--- src/rtl/quad_step_decoder.sv ---
// Quadrature A/B front end: 2-FF sync, per-phase run-length glitch filter, Gray-step decode.
// Define QDEC_ERR_CNT_EN to add the saturating 8-bit err_count output.
module quad_step_decoder #(
  parameter int FILT_LEN = 3
) (
  input  logic       clk,
  input  logic       reset,
  input  logic       in_a,
  input  logic       in_b,
  input  logic       err_clr,
  output logic       enable,
  output logic       up_down,
`ifdef QDEC_ERR_CNT_EN
  output logic [7:0] err_count,
`endif
  output logic       error
);

  localparam logic [3:0] FILT_MAX = 4'(FILT_LEN - 1);

  typedef enum logic {INIT, RUN} state_t;

  state_t          state, state_nxt;
  logic [1:0]      init_cnt;
  logic            init_done;
  logic [1:0]      sync_p0, sync_p1;
  logic [1:0]      filt_p2, prev_p2;
  logic [1:0][3:0] run_cnt;
  logic [1:0]      chg;
  logic            step_vld, illegal, dir;

`ifdef QDEC_ERR_CNT_EN
  function automatic logic [7:0] sat_inc(input logic [7:0] v);
    return (v == 8'hFF) ? v : v + 8'd1;
  endfunction
`endif

  // Stage p0/p1: two-flop synchroniser, pairs kept as {a,b}
  always_ff @(posedge clk or negedge reset) begin
    if (!reset) begin
      sync_p0 <= '0;
      sync_p1 <= '0;
    end else begin
      sync_p0 <= {in_a, in_b};
      sync_p1 <= sync_p0;
    end
  end

  always_ff @(posedge clk or negedge reset) begin
    if (!reset) begin
      state    <= INIT;
      init_cnt <= '0;
    end else begin
      state <= state_nxt;
      if (state == INIT) init_cnt <= init_cnt + 2'd1;
    end
  end

  // Stage p2: run-length filter; prev_p2 trails filt_p2 by one cycle so any change is seen once
  always_ff @(posedge clk or negedge reset) begin
    if (!reset) begin
      filt_p2 <= '0;
      prev_p2 <= '0;
      run_cnt <= '0;
    end else if (state == INIT) begin
      run_cnt <= '0;
      if (init_done) begin
        filt_p2 <= sync_p1;
        prev_p2 <= sync_p1;
      end
    end else begin
      for (int i = 0; i < 2; i++) begin
        if (sync_p1[i] == filt_p2[i]) begin
          run_cnt[i] <= '0;
        end else if (run_cnt[i] == FILT_MAX) begin
          filt_p2[i] <= sync_p1[i];
          run_cnt[i] <= '0;
        end else begin
          run_cnt[i] <= run_cnt[i] + 4'd1;
        end
      end
      prev_p2 <= filt_p2;
    end
  end

  assign chg = filt_p2 ^ prev_p2;

  always_comb begin
    state_nxt = state;
    init_done = 1'b0;
    step_vld  = 1'b0;
    illegal   = 1'b0;
    dir       = up_down;
    case (state)
      INIT: begin
        if (init_cnt == 2'd2) begin
          state_nxt = RUN;
          init_done = 1'b1;
        end
      end
      RUN: begin
        if (chg == 2'b11) begin
          illegal = 1'b1;
        end else if (chg != 2'b00) begin
          step_vld = 1'b1;
          // forward order 00->01->11->10 is exactly the case old_a != new_b
          dir      = prev_p2[1] ^ filt_p2[0];
        end
      end
      default: state_nxt = INIT;
    endcase
  end

  // Stage p3: registered outputs; direction updates on the same edge as the pulse
  always_ff @(posedge clk or negedge reset) begin
    if (!reset) begin
      enable  <= 1'b0;
      up_down <= 1'b1;
      error   <= 1'b0;
    end else begin
      enable <= step_vld;
      if (step_vld) up_down <= dir;
      if (illegal)      error <= 1'b1;
      else if (err_clr) error <= 1'b0;
    end
  end

`ifdef QDEC_ERR_CNT_EN
  always_ff @(posedge clk or negedge reset) begin
    if (!reset)       err_count <= '0;
    else if (err_clr) err_count <= {7'd0, illegal};
    else if (illegal) err_count <= sat_inc(err_count);
  end
`endif

endmodule

--- config.mk ---
export PLATFORM = sky130hd
export DESIGN_NAME = quad_step_decoder
export DESIGN_NICKNAME = d
export VERILOG_FILES = /design/src/rtl/quad_step_decoder.sv
export SDC_FILE = /design/constraint.sdc
export NUM_CORES = 1
export LEC_CHECK = 0
export ABC_AREA = 1
export BUFFER_PORTS_ARGS = -buffer_cell sky130_fd_sc_hd__buf_4
export CORE_MARGIN = 2
export CORE_UTILIZATION = 41
export DETAILED_ROUTE_END_ITERATION = 10
export GPL_ROUTABILITY_DRIVEN = 0
export PLACE_DENSITY = 0.64
export SETUP_SLACK_MARGIN = 0.1
export SLEW_MARGIN = 25
export SYNTH_ARGS = -nofsm -noshare
export SYNTH_HDL_FRONTEND = slang
export SYNTH_SLANG_ARGS = --single-unit
export TNS_END_PERCENT = 50
--- constraint.sdc ---
create_clock -name clk -period 2.5 [get_ports clk]
set_clock_uncertainty 0.15 [all_clocks]
set_input_delay 0.25 -clock clk [delete_from_list [all_inputs] [get_ports clk]]
set_output_delay 0.25 -clock clk [all_outputs]
set_load 0.01 [all_outputs]
# Word level (Yosys, flattened, before mapping)
# Index checks and enable logic that the tools add are counted.
[word_totals]
ff_bits = 22
inputBits = 5
output_inout_bits = 3
word_cells = 56
[classes]
n_addsub = 3
n_eq_ne = 10
mux = 22
bitwise_logic = 3
reduce_logical = 6
[op_table]
columns = ["operator", "count"]
rows = [
  ["4-bit 2-to-1 mux", 4],
  ["1-bit 2-to-1 mux", 14],
  ["4-bit by 1-bit adder with 4-bit output, second input constant", 2],
  ["4-bit by 2-bit equality test with 1-bit output, second input constant", 2],
  ["8-bit 2-to-1 mux", 1],
  ["2-bit 2-to-1 mux", 3],
  ["3-bit AND reduction", 2],
  ["2-bit nonzero test", 3],
  ["2-bit equality test, second input constant", 2],
  ["2-bit by 1-bit inequality test with 1-bit output, second input constant", 2],
  ["2-bit inequality test, second input constant", 2],
  ["4-bit AND reduction", 1],
  ["2-bit by 1-bit adder with 2-bit output, second input constant", 1],
  ["1-bit equality test", 2],
  ["2-bit bitwise XOR", 1],
  ["1-bit NOT", 1],
  ["1-bit bitwise XOR", 1],
]

# Logic depth before layout (Yosys ltp)
# Gate-level depths: netlist (run 1).
[depth]
depth_word = 6
mapped_depth = 7
depth_no_buf = 7

# Worst setup path after synthesis (run 1)
# OpenSTA, ideal clock, no wires.
[synth_timing]
path_type = "reg2reg"
start = "reg filt_p2[0]"
end = "reg up_down"
arrival_ns = 1.241
required_ns = 2.271
setup_slack_ns = 1.031
stages_incl_launch_ff = 8
path_buffers = 0
period_less_slack_ns = 1.469
path_cell_list = "dfrtp_1 -> xor2_1 -> inv_1 -> ha_1 -> nand2_1 -> nor3_1 -> nand2_1 -> o21ai_0"
[synth_via]
elab_chain_cells = 6
[synth_lines]
columns = ["element", "line_no", "rtl"]
rows = [
  ["from (decl)", "27", "logic [1:0] filt_p2, prev_p2;"],
  ["from (signal assigned)", "68", "filt_p2 <= sync_p1;"],
  ["from (signal, indexed assignment)", "76", "filt_p2[i] <= sync_p1[i];"],
  ["2-bit bitwise XOR", "86", "assign chg = filt_p2 ^ prev_p2;"],
  ["2-bit nonzero test", "104", "end else if (chg != 2'b00) begin"],
  ["1-bit 2-to-1 mux", "104", ""],
  ["1-bit 2-to-1 mux", "102", "if (chg == 2'b11) begin"],
  ["1-bit 2-to-1 mux", "94", "case (state)"],
  ["4-bit AND reduction (no line)", "n/a", ""],
  ["to (signal assigned)", "122", "if (step_vld) up_down <= dir;"],
  ["to (decl)", "12", "output logic up_down,"],
]
# Several ways; a longest one is shown, not always the timed one.
# A chain may end at the register's enable or synchronous reset.

# Final worst setup path (run 1)
# Same ends and word-level chain as after synthesis.

==> results.md, run 1 <==
* Status: complete, no violations
* Synth Register Bits at 22
* CP top delay family: flip-flops
* Clock tree from TritonCTS: built
* Largest net degree at the start of global routing at 23
* Width of the die at 53.3 um
* Setup slack of the worst register-to-register path at 0.88 ns
* Slowest Stage Delay on Critical Path at 0.45 ns
* Slew of the pin with the lowest slew margin at 0.454 ns
* Number of buffers on the longest clock path at 2
* Slowest cell on crit path: dfrtp_1
* Count of antenna diodes in the layout at 0
* Total number of vias at 674
* Period minus WS final at 1.62 ns
* Max H-tree Level at 1
* Routed wire length per instance at 10.5 um
* Nets at 128
* Maximum net fanout on the critical path at 5
* Clock latency reported for the late side of the worst-skew pair at 0.31 ns
* Core Box Area at 2250 um2
* Fill cell count at 208
* Cell accounting for the most synthesized area: dfrtp_1
* Via count of the first global-routing pass at 637
* Wire length of the first global-routing pass at 2680 um
* Number of cell instances on the worst register-to-register path at 7
* Remaining Overflow, GRT at 0
* Post-Route WL at 1500 um
* Arr. time, crit path at 1.71 ns
* Worst IR Drop VDD at 0.526 mV
* Crit path capture type: flip-flop
* TritonCTS buffer count at 3
* Number of max-slew violations in the final report at 0
* Clock net sink count at 22
* Synthesis-to-finish area growth at 16.2%
* Overall fraction of global-route tracks in use at 13.6%
* Antenna violation net count after detailed routing at 0
* Worst hold path class: primary input to async pin
* CP bufs+invs at 1
* Post-Synthesis Net Count at 114
* Max transition margin at 69.7%
* Avg Synthesized Cell Area at 9.76 um2
* Count of synthesis-stage warnings from yosys at 0
* Aggregate negative setup slack at 0 ns
* Chip height at 53.3 um
* Post-synthesis cell count at 102
* Via count normalized by instance count at 4.71
* DR pass1 iterations at 3
* Element type at the critical path start: flip-flop
* Post-cts gate resize count at 0
* Clock-pin slew on the worst setup and hold paths at 0.12 ns
* Cell repeated most along the worst path: nand2_1
* Final hold violation count at 0
* Area share of the largest cell type after synthesis at 52.8%
* Portion of total power attributed to combinational logic at 34.1%
* Effective utilization at floorplan at 44.2%
* Fraction of the cycle the final worst path needs at 64.7%
* Crit Path Class: flip-flop to flip-flop
* Row Count at 17
* Share of the yosys chip area belonging to registers at 55.4%
* Share of layout cells above drive strength 1 at 11.3%
* Number of antenna violations at the first check in global routing at 0
* Sw Share at 34.4%
* Hold Worst Slack at 0.194 ns
* Launch point of the worst reg-to-reg path: filt_p2[0]
* Drt drc at 0
* Pint at 0.816 mW
* Syn Std Cell Area at 996 um2
* Detailed placement HPWL at 1070 um
* Number of maximum-capacitance constraint violations at 0
* Cells taking the most area after synthesis: dfrtp_1, nand2_1, ha_1
* Fmax at 619 MHz
* Switching power at 0.427 mW
* Count of cell types in the netlist at 19
* PD cells at 1070 nW/um2
* Required arrival time at the worst endpoint at 2.59 ns
* Full die area at 2840 um2
* Ordered list of cells on the worst path: xor2_1 -> inv_1 -> ha_1 -> nand2_1 -> nor3_1 -> nand2_1 -> o21ai_0
* P_leak at 0.588 nW
* Part of the total power dissipated in the clock network at 21.6%
* Sequential Power Share at 44.3%
* Number of port buffers at 7
* Unrepaired setup endpoints after global routing: no
* Capture instance of the worst register-to-register path: up_down
* Clock root buffer master: clkbuf_4
* Iteration-0 DRC count of the detailed router at 6
* Final setup violation count at 0
* Top-level I/O count at 8
cells in the final DEF, fill, tap and decap left out, drive strengths merged, types with 3 or more instances in the layout:
cell type	instances
dlygate4sd3	4
inv	12
clkbuf	3
dfrtp	21
o21ai	5
ha	7
buf	7
nor2	12
xnor2	4
nand4	4
nand2	24
cell type report:
class	count	area (um2)	area share, %
flip-flops and latches	22	552	47.7
multi-input cells	66	380	32.9
repair buffers	11	92.6	8.00
inverters	12	45.0	3.89
well taps	28	35.0	3.03
clock inverters	1	30.0	2.59
clock buffers	3	22.5	1.95
metal layers:
layer | GRT usage [%] | routed length, um
met5 | 0 | 0
met1 | 15.8 | 724
met4 | 3.85 | 9
met3 | 5.93 | 59
met2 | 22.4 | 707
cells by family (layout without fill, tap and decap cells):
| group | Yosys count | in the layout | share of synthesized area (%) |
|---|---|---|---|
| XOR/XNOR | 6 | 6 | 5.28 |
| flip-flops | 22 | 22 | 55.4 |
| buffers and inverters | 14 | 27 | 6.41 |
| AND/OR/NAND/NOR | 46 | 46 | 19.7 |
| adder cells (fa/ha/maj) | 7 | 7 | 8.79 |
| AO/OA/AOI/OAI | 7 | 7 | 4.40 |
stage by stage:
| step | utilization [%] | instances | worst slack [ns] | cell area [um2] | total power, mW |
|---|---|---|---|---|---|
| after global placement | 47.2 | 135 | 0.974 | 1060 | 0.967 |
| after detailed placement | 47.2 | 135 | 0.898 | 1060 | 0.987 |
| after CTS | 51.3 | 143 | 0.865 | 1160 | 1.26 |
| after floorplan | - | 102 | 1.03 | 996 | 0.864 |
| final | 51.3 | 143 | 0.884 | 1160 | 1.24 |
| after global routing | 51.3 | 143 | 0.726 | 1160 | 1.36 |
power by group through the flow:
stage	Combinational [mW]	Clock, mW	Sequential (mW)
floorplan	0.309	0	0.555
global placement	0.413	0	0.553
detailed placement	0.428	0	0.559
CTS	0.436	0.277	0.551
global route	0.492	0.298	0.570
finish	0.424	0.268	0.551
how the worst max path moves through the flow:
stage	start	slack, ns	end	cells after the start
floorplan	filt_p2[0]	1.03	up_down	7
global placement	filt_p2[0]	0.97	up_down	7
detailed placement	filt_p2[0]	0.90	up_down	7
CTS	filt_p2[0]	0.86	up_down	7
global route	filt_p2[0]	0.73	up_down	7
finish	filt_p2[0]	0.88	up_down	7
flip-flops by register name, indices dropped and copies added (netlist names), 2 cells and up:
name / count
run_cnt: 8
sync_p1: 2
init_cnt: 2
sync_p0: 2
filt_p2: 2
prev_p2: 2
what timing repair did:
action | in CTS | in global routing
hold buffers | 4 | 0
hold endpoints to repair | 25 | 0
buffers inserted | 0 | 0
Yosys cell counts:
library cell   n
or2_1          1
o21ai_1        1
nand2_1       24
buf_4          1
ha_1           7
inv_1         12
xnor2_1        4
o21ai_0        3
xor2_1         2
dfstp_2        1
o21ai_2        1
o21bai_1       2
nor3b_1        2
dfrtp_1       21
nor2_1        12
nor3_1         1
buf_6          1
nand4_1        4
nand3_1        2
(Power assumes the default switching activity.)
==> run 2: changes to the inputs <==
==> constraint.sdc (replaced) <==
create_clock -name clk -period 1.5 [get_ports clk]
set_clock_uncertainty 0.15 [all_clocks]
set_input_delay 0.15 -clock clk [delete_from_list [all_inputs] [get_ports clk]]
set_output_delay 0.15 -clock clk [all_outputs]
set_load 0.01 [all_outputs]
==> run 2 against run 1 <==
Wire length is 3.6% higher. Die area stayed put. Fmax is 9.9% higher. First-iteration DRC count is 17% higher. Critical path type unchanged.
==> results.md, run 2 (synthesis results as in run 1) <==
* Most frequent cells in the layout: nand2_1, dfrtp_1, buf_4
* Clock tree from TritonCTS: built
* Count of antenna diodes in the layout at 0 (unchanged)
* Number of max-slew violations in the final report at 0 (unchanged)
* Clock root buffer master: clkbuf_4
* Drt drc at 0 (unchanged)
* Unrepaired setup endpoints after global routing: yes
* Design Power at 2.27 mW (+82%)
* Total placed instance area at 1090 um2 (+2.6%)
* Via count normalized by instance count at 4.76 (+1.0%)
* P_leak at 0.629 nW (+7.0%)
* Max transition margin at 80.9% (+11 points)
* Final setup violation count at 0 (unchanged)
* Overall fraction of global-route tracks in use at 13.8% (+0.19 points)
* Fraction of the cycle the final worst path needs at 98.1% (+33 points)
* Top-level I/O count at 8 (unchanged)
* Post-Route WL at 1550 um (+3.6%)
* Remaining Overflow, GRT at 0 (unchanged)
* TritonCTS buffer count at 3 (unchanged)
* Worst IR Drop VDD at 1.09 mV (+110%)
* Iteration-0 DRC count of the detailed router at 7 (+1)
* Maximum net fanout on the critical path at 2 (-3)
* Routed wire length per instance at 10.3 um (-1.9%)
* Capture instance of the worst register-to-register path: up_down
* Core Box Area at 2250 um2 (unchanged)
* Status: complete, no violations
* CP bufs+invs at 1 (unchanged)
* Crit Path Class: flip-flop to flip-flop
* Setup slack at placement at 0.0128 ns (-0.885 ns)
* Max H-tree Level at 1 (unchanged)
* Worst hold path class: primary input to async pin
* Full die area at 2840 um2 (unchanged)
* Number of antenna violations at the first check in global routing at 0 (unchanged)
* DR pass1 iterations at 4 (+1)
* Layout Cells excl Fill at 151 (+5.6%)
* Number of placed instances with taps included at 138 (+2.2%)
* Source of the critical timing path: prev_p2[0]
* Antenna violation net count after detailed routing at 0 (unchanged)
* Final hold violation count at 0 (unchanged)
* Launch point of the worst reg-to-reg path: prev_p2[0]
* Number of buffers on the longest clock path at 2 (unchanged)
* Ordered list of cells on the worst path: xor2_1 -> inv_1 -> ha_1 -> nand2_2 -> nor3_2 -> nand2_1 -> o21ai_0
* Share of layout cells above drive strength 1 at 22.0% (+11 points)
* Setup slack of the worst register-to-register path at 0.03 ns (-0.85 ns)
* Via count of the first global-routing pass at 660 (+3.6%)
* Synthesis-to-finish area growth at 23.5%
* Number of cell instances on the worst register-to-register path at 7 (unchanged)
* Wire length on met1 at 669 um (-7.6%)
* Wire length of the first global-routing pass at 2770 um (+3.6%)
* CP top delay family: flip-flops
* Slowest Stage Delay on Critical Path at 0.41 ns (-0.04 ns)
* Number of flip-flops in the largest register at 8 (unchanged)
* Row Count at 17 (unchanged)
* PD cells at 1840 nW/um2 (+72%)
* Chip height at 53.3 um (unchanged)
* Routed wl met2 at 812 um (+15%)
* Aggregate negative setup slack at 0 ns (unchanged)
* Element type at the critical path start: flip-flop
* Required arrival time at the worst endpoint at 1.58 ns (-1.01 ns)
* Hold Worst Slack at 0.104 ns (-0.0901 ns)
* Nets at 136 (+6.3%)
* Area of all placed cells without fillers at 1230 um2 (+6.3%)
* Number of port buffers at 7 (unchanged)
* Largest Register: run_cnt
* Crit path capture type: flip-flop
* Core Util, Final at 54.6% (+3.2 points)
* Clock-pin slew on the worst setup and hold paths at 0.12 ns (about the same)
* Number of maximum-capacitance constraint violations at 0 (unchanged)
* Slowest cell on crit path: dfrtp_1
* Setup crit end: up_down
* Setup slack after layout at 0.0289 ns (-0.855 ns)
* Detailed placement HPWL at 1060 um (-1.1%)
* Clock net sink count at 22 (unchanged)
* Total number of vias at 719 (+6.7%)
* Largest net degree at the start of global routing at 23 (unchanged)
* Critical path depth at 7 (unchanged)
* Most common cell after layout, fill and taps aside: nand2_1
* Arr. time, crit path at 1.56 ns (-0.15 ns)
* Fmax at 680 MHz (+9.9%)
* Period minus WS final at 1.47 ns (-0.145 ns)
* Clock latency reported for the late side of the worst-skew pair at 0.31 ns (about the same)
* Routed length on met3 at 55 um (-6.8%)
* Width of the die at 53.3 um (unchanged)
* Effective utilization at floorplan at 44.2% (unchanged)
* Topmost layer with routed signal wires: met4
* Slew of the pin with the lowest slew margin at 0.286 ns (-0.168 ns)
## run 2: per-layer routing
metal	vias up	track usage (%)
li1	362	-
met4	0	5.13
met3	2	5.08
met5	-	0
met1	344	15.8
met2	11	23.0
## run 2: worst min path at each step
| stage | from | to | slack [ns] |
|---|---|---|---|
| 3_3_place_gp | reset | enable | -0.1 |
| 5_1_grt | reset | state | 0.10 |
| 2_1_floorplan | reset | enable | -0.30 |
| 6_report | reset | enable | 0.10 |
| 4_1_cts | reset | state | 0.10 |
| 3_5_place_dp | reset | enable | -0.1 |
## run 2: timing repair
item                       4_1_cts  5_1_grt
hold endpoints to repair        25        0
gates resized for setup          0        5
pin swaps                        1        4
buffers inserted                 2        3
hold buffers                     4        0
setup endpoints to repair        3       12
## run 2: area by class of cell
| type | instances | area [um2] |
|---|---|---|
| timing repair buffer | 19 | 153 |
| clock inverter | 1 | 30.0 |
| clock buffer | 3 | 22.5 |
| multi-input combinational | 66 | 393 |
| inverter | 12 | 45.0 |
| fill | 200 | 1020 |
| sequential | 22 | 552 |
| tap | 28 | 35.0 |
## run 2: power by group
part / leakage [nW] / internal, mW / switching, mW
sequential: 0.263 / 0.772 / 0.127
combinational: 0.338 / 0.450 / 0.472
clock: 0.0279 / 0.270 / 0.176
## run 2: worst reg2reg max path, stage by stage (launching register included)
cell and delay, ns:
dfrtp_1 0.41, xor2_1 0.19, inv_1 0.06, ha_1 0.28, nand2_2 0.06, nor3_2 0.12
nand2_1 0.06, o21ai_0 0.08
==> run 3: changes to the inputs <==
--- a/config.mk
+++ b/config.mk
@@ -11,7 +11,7 @@
 export CORE_UTILIZATION = 41
 export DETAILED_ROUTE_END_ITERATION = 10
 export GPL_ROUTABILITY_DRIVEN = 0
-export PLACE_DENSITY = 0.64
+export PLACE_DENSITY_LB_ADDON = 0.2
 export SETUP_SLACK_MARGIN = 0.1
 export SLEW_MARGIN = 25
 export SYNTH_ARGS = -nofsm -noshare
==> run 3 against run 2 <==
Critical path depth unchanged. First-iteration DRC count down 29%. Global-route usage up 0.31 points. Core utilization down 0.11 points. Largest cell class unchanged. Largest power group unchanged.
==> results.md, run 3 (synthesis results as in run 1) <==
* Status: complete, no violations
* Grt met3 use at 5.08% (unchanged)
* Post-Route WL at 1520 um (-1.9%)
* Synthesis-to-finish area growth at 23.2%
* Number of placed instances with taps included at 138 (unchanged)
* Largest Register: run_cnt
* Sequential Power Share at 41.6% (+1.9 points)
* Part of the total power dissipated in the clock network at 14.7% (-5.0 points)
* Total area of multi-input combinational cells at 407 um2 (+3.5%)
* Area of all placed cells without fillers at 1230 um2 (-0.20%)
* Clock latency reported for the late side of the worst-skew pair at 0.30 ns (about the same)
* Global-route track usage on met1 at 15.5% (-0.30 points)
* Most common cell after layout, fill and taps aside: nand2_1
* Switching power at 0.787 mW (+1.6%)
* Via count normalized by instance count at 4.72 (-0.97%)
* Overall fraction of global-route tracks in use at 14.1% (+0.31 points)
* Number of max-slew violations in the final report at 0 (unchanged)
* Fill cell count at 210 (+5.0%)
* Capture instance of the worst register-to-register path: up_down
* Core Box Area at 2250 um2 (unchanged)
* Number of antenna violations at the first check in global routing at 0 (unchanged)
* Clock-pin slew on the worst setup and hold paths at 0.12 ns (about the same)
* Sw Share at 36.0% (+1.9 points)
* Routed wire length per instance at 10.1 um (-1.9%)
* Count of antenna diodes in the layout at 0 (unchanged)
* Core Util, Final at 54.4% (-0.11 points)
* Maximum net fanout on the critical path at 2 (unchanged)
* Fraction of the cycle the final worst path needs at 99.2% (+1.2 points)
* Source of the critical timing path: prev_p2[0]
* Clock tree from TritonCTS: built
* Unrepaired setup endpoints after global routing: yes
* Number of cell instances on the worst register-to-register path at 7 (unchanged)
* Crit Path Class: flip-flop to flip-flop
* Clock root buffer master: clkbuf_4
* Most frequent cells in the layout: nand2_1, dfrtp_1, buf_4
* Nets at 136 (unchanged)
* Number of flip-flops in the largest register at 8 (unchanged)
* Pint at 1.40 mW (-6.3%)
* Number of maximum-capacitance constraint violations at 0 (unchanged)
* Full die area at 2840 um2 (unchanged)
* Launch point of the worst reg-to-reg path: prev_p2[0]
* Largest net degree at the start of global routing at 23 (unchanged)
* DR pass1 iterations at 4 (unchanged)
* Chip height at 53.3 um (unchanged)
* Total number of vias at 712 (-0.97%)
* Drt drc at 0 (unchanged)
* Crit path capture type: flip-flop
* Iteration-0 DRC count of the detailed router at 5 (-2)
* Detailed placement HPWL at 1060 um (about the same)
* Hold Worst Slack at 0.0993 ns (-0.00513 ns)
* Row Count at 17 (unchanged)
* Effective utilization at floorplan at 44.2% (unchanged)
* Worst IR Drop VDD at 1.08 mV (-0.67%)
* Global routing usage on met2 at 23.3% (+0.21 points)
* Final hold violation count at 0 (unchanged)
* Width of the die at 53.3 um (unchanged)
* Share of layout cells above drive strength 1 at 24.4% (+2.4 points)
* Portion of total power attributed to combinational logic at 43.7% (+3.0 points)
* Total area of sequential cells at 552 um2 (unchanged)
* Max H-tree Level at 1 (unchanged)
* Remaining Overflow, GRT at 0 (unchanged)
* P_leak at 0.625 nW (-0.61%)
* Antenna violation net count after detailed routing at 0 (unchanged)
* Number of buffers on the longest clock path at 2 (unchanged)
* Required arrival time at the worst endpoint at 1.59 ns (about the same)
* Final setup violation count at 0 (unchanged)
* Arr. time, crit path at 1.58 ns (+0.02 ns)
* Most congested layer reported by global routing: met2
* Element type at the critical path start: flip-flop
* Worst hold path class: primary input to async pin
* Setup slack of the worst register-to-register path at 0.01 ns (-0.02 ns)
* PD cells at 1780 nW/um2 (-3.4%)
* Via count of the first global-routing pass at 638 (-3.3%)
* Clock net sink count at 22 (unchanged)
* Layout Cells excl Fill at 151 (unchanged)
* Number of port buffers at 7 (unchanged)
* Total placed instance area at 1090 um2 (unchanged)
* Max transition margin at 81.6% (+0.65 points)
* Top-level I/O count at 8 (unchanged)
* Wire length of the first global-routing pass at 2730 um (-1.5%)
* TritonCTS buffer count at 3 (unchanged)
* Period minus WS final at 1.49 ns (+0.0174 ns)
* Slew of the pin with the lowest slew margin at 0.276 ns (-0.00971 ns)
* Fmax at 672 MHz (-1.2%)
## run 3: critical path, stage by stage, from the launching register on
cell and delay (ns):
dfrtp_1 0.41, xor2_1 0.20, inv_1 0.07, ha_1 0.29
nand2_2 0.06, nor3_2 0.13, nand2_1 0.06, o21ai_0 0.07
## run 3: how the worst max path moves through the flow
| stage | depth (start not counted) | to | slack, ns |
|---|---|---|---|
| 6_report | 7 | up_down | 0.01 |
| 5_1_grt | 7 | up_down | -0.13 |
| 4_1_cts | 7 | up_down | 0.009 |
| 3_5_place_dp | 7 | up_down | 0.02 |
| 3_3_place_gp | 7 | up_down | 0.07 |
| 2_1_floorplan | 7 | up_down | 0.05 |
## run 3: per-layer routing
layer | share of wire [%] | vias up | routed length [um]
met2 | 52 | 8 | 785
met5 | 0 | - | 0
li1 | - | 361 | -
met3 | 3.2 | 2 | 49
met4 | 1.0 | 0 | 16
met1 | 44 | 341 | 673
## run 3: timing repair
action | CTS | global route
cloned | 0 | 0
setup buffers | 2 | 3
setup endpoints to repair | 3 | 12
hold buffers | 4 | 0
gates resized for setup | 1 | 7
pin swaps | 1 | 4
endpoints found under the hold margin | 25 | 0
## run 3: power groups by stage
stage	Combinational, mW	Clock [mW]	Sequential, mW
after floorplan	0.549	0	0.926
after global placement	0.780	0	0.905
after detailed placement	0.811	0	0.912
after CTS	0.891	0.341	0.907
after global routing	1.10	0.373	0.939
final	0.954	0.322	0.908
## run 3: final cells by class
cell class	count	share of cell area, %
Sequential cell	22	45.0
Multi-Input combinational cell	66	33.1
Timing Repair Buffer	19	12.4
Inverter	12	3.67
Clock buffer	4	2.96
Tap cell	28	2.85
## run 3: per-stage QoR
step / setup WS, ns / power (mW) / setup TNS [ns]
final: 0.0115 / 2.18 / 0
after global routing: -0.129 / 2.41 / -0.129
after CTS: 0.00949 / 2.14 / 0
after detailed placement: 0.0172 / 1.72 / 0
after global placement: 0.0747 / 1.69 / 0
after floorplan: 0.0535 / 1.47 / 0
